File: src/rtl/mult_div_unit.sv
`default_nettype none
// ============================================================================
//  Module      : mult_div_unit
//  Description : Multicycle signed multiply/divide unit with HI/LO result
//                registers. MULT uses radix-2 Booth recoding, DIV uses
//                restoring division on operand magnitudes with a final
//                sign-fix cycle.
//  Revision    : 1.0 - initial release
// ============================================================================
module mult_div_unit #(
    parameter int WIDTH = 32
) (
    input  logic             clk,
    input  logic             reset,
    input  logic             start_mult,
    input  logic             start_div,
    input  logic [WIDTH-1:0] a,
    input  logic [WIDTH-1:0] b,
    output logic             busy,
    output logic             done,
    output logic             div_zero,
    output logic [WIDTH-1:0] hi,
    output logic [WIDTH-1:0] lo
);

    localparam int             CW   = $clog2(WIDTH) + 1;
    localparam logic [CW-1:0]  LAST = CW'(WIDTH - 1);
    localparam logic [CW-1:0]  ONE  = CW'(1);

    typedef enum logic [2:0] {
        S_IDLE = 3'd0,
        S_MULT = 3'd1,
        S_DIV  = 3'd2,
        S_FIX  = 3'd3,
        S_DONE = 3'd4
    } state_t;

    state_t state;

    // Booth accumulator: {partial product (W+1 bits), multiplier (W bits), q-1}.
    // The partial-product field carries one guard bit so that subtracting
    // the most negative multiplicand cannot overflow before the shift.
    logic [2*WIDTH+1:0] acc;
    logic [2*WIDTH+1:0] acc_next;
    logic [WIDTH:0]     pp_sum;

    // Operand B: multiplicand for MULT, divisor magnitude for DIV.
    logic [WIDTH-1:0]   opb;

    // Restoring divider state: partial remainder and quotient/dividend shifter.
    logic [WIDTH-1:0]   rem;
    logic [WIDTH-1:0]   quot;
    logic [WIDTH-1:0]   rem_next;
    logic [WIDTH-1:0]   quot_next;
    logic [WIDTH:0]     div_shift;
    logic [WIDTH:0]     div_diff;

    logic               sign_a;
    logic               sign_b;
    logic [CW-1:0]      count;

    // One Booth step: add/subtract the multiplicand, then arithmetic shift.
    always_comb begin
        pp_sum = acc[2*WIDTH+1:WIDTH+1];
        case (acc[1:0])
            2'b01:   pp_sum = acc[2*WIDTH+1:WIDTH+1] + {opb[WIDTH-1], opb};
            2'b10:   pp_sum = acc[2*WIDTH+1:WIDTH+1] - {opb[WIDTH-1], opb};
            default: pp_sum = acc[2*WIDTH+1:WIDTH+1];
        endcase
        acc_next = {pp_sum[WIDTH], pp_sum, acc[WIDTH:1]};
    end

    // One restoring-division step: shift in the next dividend bit and
    // subtract the divisor if it fits. The shifted remainder is always below
    // 2^WIDTH, so bit WIDTH of the difference is a valid borrow flag.
    always_comb begin
        div_shift = {rem, quot[WIDTH-1]};
        div_diff  = div_shift - {1'b0, opb};
        if (div_diff[WIDTH]) begin
            rem_next = div_shift[WIDTH-1:0];
        end else begin
            rem_next = div_diff[WIDTH-1:0];
        end
        quot_next = {quot[WIDTH-2:0], ~div_diff[WIDTH]};
    end

    // Control FSM with registered busy/done/div_zero and HI/LO updates.
    always_ff @(posedge clk or negedge reset) begin
        if (!reset) begin
            state    <= S_IDLE;
            busy     <= 1'b0;
            done     <= 1'b0;
            div_zero <= 1'b0;
            hi       <= '0;
            lo       <= '0;
            acc      <= '0;
            opb      <= '0;
            rem      <= '0;
            quot     <= '0;
            sign_a   <= 1'b0;
            sign_b   <= 1'b0;
            count    <= '0;
        end else begin
            done     <= 1'b0;
            div_zero <= 1'b0;
            case (state)
                S_IDLE: begin
                    if (start_mult) begin
                        acc   <= {{(WIDTH+1){1'b0}}, a, 1'b0};
                        opb   <= b;
                        count <= '0;
                        busy  <= 1'b1;
                        state <= S_MULT;
                    end else if (start_div) begin
                        busy <= 1'b1;
                        if (b == '0) begin
                            done     <= 1'b1;
                            div_zero <= 1'b1;
                            state    <= S_DONE;
                        end else begin
                            sign_a <= a[WIDTH-1];
                            sign_b <= b[WIDTH-1];
                            quot   <= a[WIDTH-1] ? -a : a;
                            opb    <= b[WIDTH-1] ? -b : b;
                            rem    <= '0;
                            count  <= '0;
                            state  <= S_DIV;
                        end
                    end
                end
                S_MULT: begin
                    acc   <= acc_next;
                    count <= count + ONE;
                    if (count == LAST) begin
                        hi    <= acc_next[2*WIDTH:WIDTH+1];
                        lo    <= acc_next[WIDTH:1];
                        done  <= 1'b1;
                        state <= S_DONE;
                    end
                end
                S_DIV: begin
                    rem   <= rem_next;
                    quot  <= quot_next;
                    count <= count + ONE;
                    if (count == LAST) begin
                        state <= S_FIX;
                    end
                end
                S_FIX: begin
                    lo    <= (sign_a ^ sign_b) ? -quot : quot;
                    hi    <= sign_a ? -rem : rem;
                    done  <= 1'b1;
                    state <= S_DONE;
                end
                S_DONE: begin
                    busy  <= 1'b0;
                    state <= S_IDLE;
                end
                default: begin
                    busy  <= 1'b0;
                    state <= S_IDLE;
                end
            endcase
        end
    end

endmodule
`default_nettype wire

File: config.mk
export PLATFORM = sky130hd
export DESIGN_NAME = mult_div_unit
export DESIGN_NICKNAME = d
export VERILOG_FILES = /design/src/rtl/mult_div_unit.sv
export SDC_FILE = /design/constraint.sdc
export NUM_CORES = 1
export LEC_CHECK = 0
export ABC_AREA = 1
export CORE_ASPECT_RATIO = 2
export CORE_MARGIN = 2
export CORE_UTILIZATION = 30
export CTS_BUF_LIST = sky130_fd_sc_hd__clkbuf_4 sky130_fd_sc_hd__clkbuf_8
export DETAILED_ROUTE_END_ITERATION = 16
export MAX_ROUTING_LAYER = met4
export PLACE_DENSITY = 0.43
export SKIP_CTS_REPAIR_TIMING = 1
export SLEW_MARGIN = 0
export SYNTH_ARGS = -nofsm -noshare
export SYNTH_HDL_FRONTEND = slang
export SYNTH_SLANG_ARGS = --single-unit
File: constraint.sdc
create_clock -name clk -period 6.95 [get_ports clk]
set_input_delay 1.39 -clock clk [delete_from_list [all_inputs] [get_ports clk]]
set_output_delay 1.39 -clock clk [all_outputs]
set_load 0.01 [all_outputs]
Yosys cells after proc, flatten, opt, wreduce, memory -nomap -nowiden:

Cells that the tools add are included.

* register bits after elaboration: 240
* bits in latches: 0
* bits in writable memories: 0
* ROM bits: 0
* output and inout port bits: 67
* logic and storage cells: 100
* memories kept: 0

* add/sub/neg operators: 8
* multiply operators: 0
* divide/modulo/power cells: 0
* order comparisons: 0
* equality and inequality tests: 15
* shifts and indexed selects: 0
* muxes and demuxes: 42
* bitwise operators: 5
* reduce and logical (&&, ||, !) cells: 17

Operators by type and width (number)
* $mux W32: 16
* $pmux W32 S2: 4
* $pmux W66 S2: 1
* $neg A32 Y32: 4
* $mux W66: 1
* $pmux W33 S2: 1
* $add A33 B33 Y33: 1
* $sub A33 B32 Y33: 1
* $sub A33 B33 Y33: 1
* $logic_not A32 Y1: 1
* $mux W6: 3
* $mux W3: 5
* $ne A2 B2 Y1 const B: 7
* $pmux W3 S4: 1
* $pmux W6 S2: 1
* $reduce_bool A2 Y1: 5
* $reduce_and A3 Y1: 3
* $reduce_and A4 Y1: 2
* $mux W1: 7
* $add A6 B1 Y6 const B: 1
* $eq A3 B2 Y1 const B: 2
* $eq A6 B5 Y1 const B: 1
* $ne A3 B3 Y1 const B: 2
* $reduce_and A2 Y1: 3
* 10 further kinds: 13

Logic depth before layout (Yosys ltp):

Gate-level depths: netlist of run 1.

* depth in word-level cells: 6
* gate-level depth with buffers: 26

Worst setup path after synthesis of run 1:

Ideal clock, no wire load.

* kind: reg2reg
* start point: register acc[0]
* end point: register hi[19]
* setup time: 0.116 ns
* arrival: 2.876 ns
* data required time: 6.834 ns
* setup slack: 3.957 ns
* stages on the path, launching flop included: 24
* path buffers: 2
* period minus slack after synthesis: 2.993 ns
* cells stage by stage: dfrtp_1 inv_1 ha_1 clkbuf_1 clkinv_1 clkbuf_1 nand2_1 xor2_1 inv_1 ha_1 nand2_1 nand2_1 a21oi_1 nand2_1 a21oi_1 inv_1 nand2_1 nand2_1 nand2_1 nand3_1 o21ai_0 nand2_1 nand2_1 nand2_1

* word-level cells in the longest chain between the ends: 4
* elaborated cells between the ends (all ways): 5
* classes of those cells: eq/ne: 2; mux: 3

RTL lines
* start, declared: line 43 `logic [2*WIDTH+1:0] acc;`
* start signal, assigned: line 109 `acc <= {{(WIDTH+1){1'b0}}, a, 1'b0};`
* start signal, assigned: line 132 `acc <= acc_next;`
* $eq A2 B2 Y1 or $eq A2 B1 Y1 (tied branches): line 65 `case (acc[1:0])`
* $pmux W33 S2 *: line 65
* $mux W32 *: line 134 `if (count == LAST) begin`
* $pmux W32 S2 *: line 106 `case (state)`
* end signal, assigned: line 135 `hi <= acc_next[2*WIDTH:WIDTH+1];`
* end signal, assigned: line 151 `hi <= sign_a ? -rem : rem;`
* end, declared: line 22 `output logic [WIDTH-1:0] hi,`

Every way passes the cells marked *; elsewhere a longest branch is shown, timed or not. The select of a mux whose other input is x is not followed.
A chain may end at the register's enable or synchronous reset.

Worst setup path after layout of run 1:

* start point: register acc[0]
* end point: register hi[28]

The elaborated chain is that of the path after synthesis.

==> out/results.ini, run 1 <==
[outcome]
status = completed

[layout]
syn_to_final_growth_pct = 15.5
utilization_pct = 34.9
final_net_count = 3187
drive_gt1_share_pct = 5.39

[power_and_ir_drop]
power_density_nw_per_um2 = 611
peakVddDrop_mv = 0.473
leakage_nw = 10.8

[placement]
dp_hpwl_um = 60800
io_buffer_count = 134
place_congestion = 0.938

[global_routing]
grt_overflow_total = 0
grt_antenna_before_repair = 1
grt_max_degree = 99
grt_use_total_pct = 24.3
grt_pass1_wl_um = 120000
grt_pass1_vias = 19300

[cts]
numCtsBuffers = 44
cts_sinks = 239
h-tree-depth = 2
clk_pin_slew_ps = 60
insertion_delay_ps = 630
root_buffer = clkbuf_8
cts_max_path_buffers = 3
tritoncts = built

[synthesis]
async_flop_share_pct = 100
syn_inst = 2948
ys_warn_count = 0
synth.most_common_cell = nand2_1
synth_area_leaders = dfrtp_1 31%, nand2_1 18%, o21ai_0 6.7%
avgSynthCellArea_um2 = 6.50
ys_top_cells_by_count = 927 x nand2_1, 307 x inv_1, 278 x nor2_1
ys_ff_latch = 239
synth_edf_count = 0
synth_ff_type = dfrtp_1
syn_nets = 3089
yosysTopAreaCellShare_pct = 31.2
synth_area_um2 = 19200
ys_seq_area_share_pct = 31.2
yosysTopAreaCell = dfrtp_1
ys_types = 53

[drt]
ant_nets = 0
wirelength_um = 79200
post_drt_wl_per_cell_um = 20.4
drt-pass1-iter-count = 6
drc_errors = 0
vias_per_cell = 5.08
first_iter_violations = 1309
num_vias = 19700

[critical_path]
r2r_start = acc[0]$_DFFE_PN0P_
arrival_ps = 4940
cp_max_fo = 19
startpoint_type = flop
crit_start = acc[0]$_DFFE_PN0P_
cp-endpoint = hi[28]$_DFFE_PN0P_
crit_type = flop to flop
worstPathRequired_ps = 7450
rr_worst_depth = 19
r2r_end = hi[28]$_DFFE_PN0P_
worstSetupEndpointType = flop
r2r_setup_slack_ps = 2510

[floorplanning]
coreArea_um2 = 63400
initial_utilization_pct = 30.2
die_w_um = 183
fp.dieH_um = 361
pin_count = 135
num_rows = 131
die-area_um2 = 66000

[sta]
worst_clock_skew_ps = 47.2
hold_viol = 0
fmax_ghz = 0.225
post-route-period-util_pct = 63.9
report.final.slew_viol_count = 0
fin_crit_ps = 4440
grt_setup_unrepaired = no
tightestPinTransition_ps = 970
max_slew_margin_pct = 35.3
setup_viol = 0
setup-tns-final_ps = 0

[min_path]
min_path_type = flop to flop

[job]
drv_cap = 0

area by class of cell:
type                    count  area [µm²]
repair buffers            153        1490
clock inverters            13        91.3
clock buffers              66         833
diodes                      1        2.50
flip-flops and latches    239        5980
inverters                 318        1200
well taps                 798         998
fillers                  7000       41300
multi-input cells        2290       11500
state kept, by name (all words and copies together) (netlist names):
signal / count
sign_a: 1
opb: 32
acc: 65
busy: 1
lo: 32
hi: 32
sign_b: 1
quot: 32
div_zero: 1
state: 3
count: 6
done: 1
rem: 32
cell families (layout without fill, tap and decap cells):
logic type / after synthesis / count (layout) / share of synthesized area, %
DFF: 239 / 239 / 31.2
and+or+nand+nor: 1547 / 1547 / 33.8
muxes: 1 / 1 / 0.0522
buffers and inverters: 419 / 550 / 8.79
xor gates and xnor gates: 126 / 126 / 5.76
AOI/OAI and AO/OA: 543 / 543 / 15.5
adders and majority gates: 73 / 73 / 4.84
other: 0 / 1 / 0
worst min path at each step:
stage,start,slack (ps),cells past startpoint,end
floorplan,acc[11]$_DFFE_PN0P_,470,2,acc[11]$_DFFE_PN0P_
global placement,hi[9]$_DFFE_PN0P_,470,2,hi[9]$_DFFE_PN0P_
detailed placement,hi[20]$_DFFE_PN0P_,460,2,hi[20]$_DFFE_PN0P_
CTS,hi[24]$_DFFE_PN0P_,490,2,hi[24]$_DFFE_PN0P_
global route,hi[28]$_DFFE_PN0P_,500,2,hi[28]$_DFFE_PN0P_
finish,lo[5]$_DFFE_PN0P_,480,2,lo[5]$_DFFE_PN0P_
worst max-delay path, stage by stage (launching register included):
cell and delay, ps:
dfrtp_1 360, inv_1 70, ha_1 150, buf_4 260
clkinv_1 470, a21oi_1 320, xor2_1 340, inv_1 90
ha_1 390, nand2_1 120, nor2_1 240, nand2_1 80
o21ai_1 440, nand2_1 220, nand2_1 100, nand2_1 50
nand3_1 80, nand3_1 310, nand2_1 170, nand2_1 60
per-stage QoR:
step	worst slack, ps	instance area, µm²	std cells	power (mW)	hold WS, ps
after detailed placement	2310	21200	3798	12.0	465
after floorplan	3960	19200	2948	8.76	468
final	2510	22100	3878	13.5	482
after global placement	2270	21200	3798	12.0	466
after global routing	2290	22100	3878	14.8	501
after CTS	2660	22100	3877	13.6	489
report_power, final:
part           leakage [nW]  internal (mW)  switching (mW)
Clock                 0.493          0.777           0.711
Combinational          7.33           2.90            6.35
Sequential             3.00           2.04           0.737
layout by cell type, fill, tap and decap left out, types with 31 or more instances in the layout:
master / netlist / final
nand2_1: 927 / 925
inv_1: 307 / 305
nor2_1: 278 / 273
o21ai_0: 257 / 257
dfrtp_1: 239 / 239
nand3_1: 211 / 211
a21oi_1: 153 / 153
clkdlybuf4s50_1: 0 / 133
xor2_1: 100 / 100
ha_1: 71 / 71
clkbuf_8: 0 / 54
o21ai_1: 34 / 34
nor3_1: 31 / 31
layer usage:
layer / vias up / GRT usage [%] / part of all wire [%]
met1: 9371 / 31.1 / 44
met3: 94 / 1.96 / 3.7
met4: 0 / 5.95 / 2.5
li1: 9801 / - / -
met2: 440 / 41.6 / 49
met5: - / - / 0
(Power assumes the default switching activity.)
==> run 2, diff against run 1 <==
==> constraint.sdc (replaced) <==
create_clock -name clk -period 4.3 [get_ports clk]
set_input_delay 0.86 -clock clk [delete_from_list [all_inputs] [get_ports clk]]
set_output_delay 0.86 -clock clk [all_outputs]
set_load 0.01 [all_outputs]
==> out/results.ini, run 2 (synthesis gave the netlist of run 1 again) <==
[drt]
wl_met2_um = 39000
ant_nets = 0
wirelength_um = 81400
num_vias = 19900
drc_errors = 0
vias_per_cell = 5.10
drt-pass1-iter-count = 6
route.met3.wl_um = 2760
first_iter_violations = 1459
top_layer = met4
post_drt_wl_per_cell_um = 20.8
met1_length_um = 36900

[cts]
cts_sinks = 239
cts_max_path_buffers = 3
insertion_delay_ps = 630
h-tree-depth = 2
tritoncts = built
root_buffer = clkbuf_8
clk_pin_slew_ps = 70
numCtsBuffers = 43

[critical_path]
critPathSlowestCell = dfrtp_1
crit_type = flop to flop
cpPeakStageDelay_ps = 430
worstPathRequired_ps = 4830
startpoint_type = flop
crit_buf_inv = 1
cp_common_cell = nand2_1
cp_max_fo = 5
worstSetupEndpointType = flop
arrival_ps = 4570
crit_chain = inv_1 -> nand3_1 -> nor2_2 -> nand4_1 -> nor2_1 -> nand2_1 -> nor3_2 -> nand3_1 -> nand2_1 -> nand2_1 -> xor2_1 -> ha_1 -> nand2_1 -> nor2_1 -> nand2_1 -> nor2_1 -> nor2_1 -> nand3_1 -> nand3_1 -> nand2_1 -> nor2_1 -> o21ai_1
cpLargestDelayFamily = simple AND/OR/NAND/NOR gates

[floorplanning]
coreArea_um2 = 63400
fp.dieH_um = 361
die-area_um2 = 66000
initial_utilization_pct = 30.2
pin_count = 135
num_rows = 131
die_w_um = 183

[placement]
dp_hpwl_um = 63700
io_buffer_count = 134
place_congestion = 0.924

[layout]
drive_gt1_share_pct = 6.24
num-fill-cells = 6995
final_net_count = 3216
final_common_cell = nand2_1
final-seq-area_um2 = 5980
multi_input_area_um2 = 11500
syn_to_final_growth_pct = 17.0
final_cell_mix = 925 x nand2_1, 305 x inv_1, 273 x nor2_1
largest-register = acc
largest_register_ffs = 65

[job]
drv_cap = 0

[sta]
grt_setup_unrepaired = yes
post-route-period-util_pct = 94.0
tightestPinTransition_ps = 1220
holdWs_ps = 274
fmax_ghz = 0.248
report.final.slew_viol_count = 0
hold_viol = 0
fin_crit_ps = 4040
max_slew_margin_pct = 18.3
setup_viol = 0
worst_clock_skew_ps = 36.3

[power_and_ir_drop]
peakVddDrop_mv = 0.718
leakage_nw = 11.0
power_density_nw_per_um2 = 997
power.total_mw = 22.3

[global_routing]
grt_antenna_before_repair = 1
grt_overflow_total = 0
grt_max_degree = 93
grt_pass1_wl_um = 122000
grt_use_total_pct = 25.1
grt_pass1_vias = 19200

[min_path]
min_path_type = input port to asynchronous set/reset pin

[outcome]
status = completed

run 2: layout make-up:
class / instances / area share (%)
timing repair buffer: 183 / 7.76
sequential: 239 / 26.7
multi-input combinational: 2290 / 51.5
clock inverter: 10 / 0.748
inverter: 318 / 5.33
tap: 798 / 4.45
antenna: 1 / 0.0112
clock buffer: 67 / 3.55
run 2: where the power goes:
group	internal, mW	switching (mW)	total, mW
Combinational	4.91	10.4	15.3
Clock	1.43	1.12	2.54
Sequential	3.30	1.16	4.47
Total	9.64	12.7	22.3
run 2: final timing paths:
| kind | slack (ps) | depth (start not counted) | from | to |
|---|---|---|---|---|
| setup reg to reg | 260 | 22 | opb[0]$_DFFE_PN0P_ | hi[27]$_DFFE_PN0P_ |
| setup / recovery | 260 | 22 | opb[0]$_DFFE_PN0P_ | hi[27]$_DFFE_PN0P_ |
| hold / removal | 270 | 1 | reset | acc[26]$_DFFE_PN0P_ |
| max in group asynchronous | 3030 | 2 | reset | acc[4]$_DFFE_PN0P_ |
| min in group clk | 490 | 2 | lo[5]$_DFFE_PN0P_ | lo[5]$_DFFE_PN0P_ |
| hold reg to reg | 490 | 2 | lo[5]$_DFFE_PN0P_ | lo[5]$_DFFE_PN0P_ |
run 2: routing by layer:
metal	vias to the layer above	global-route usage (%)
met3	89	2.03
li1	9865	-
met4	0	7.97
met5	-	-
met2	487	41.3
met1	9486	32.6
run 2: per-stage QoR:
stage	setup WS, ps	setup TNS (ps)	utilization, %	cells	area [µm²]
after floorplan	1310	0	-	2948	19200
after global placement	376	0	33.8	3828	21400
after detailed placement	331	0	33.8	3828	21400
after CTS	289	0	35.3	3905	22400
after global routing	-57.8	-114	35.3	3906	22400
final	260	0	35.3	3906	22400
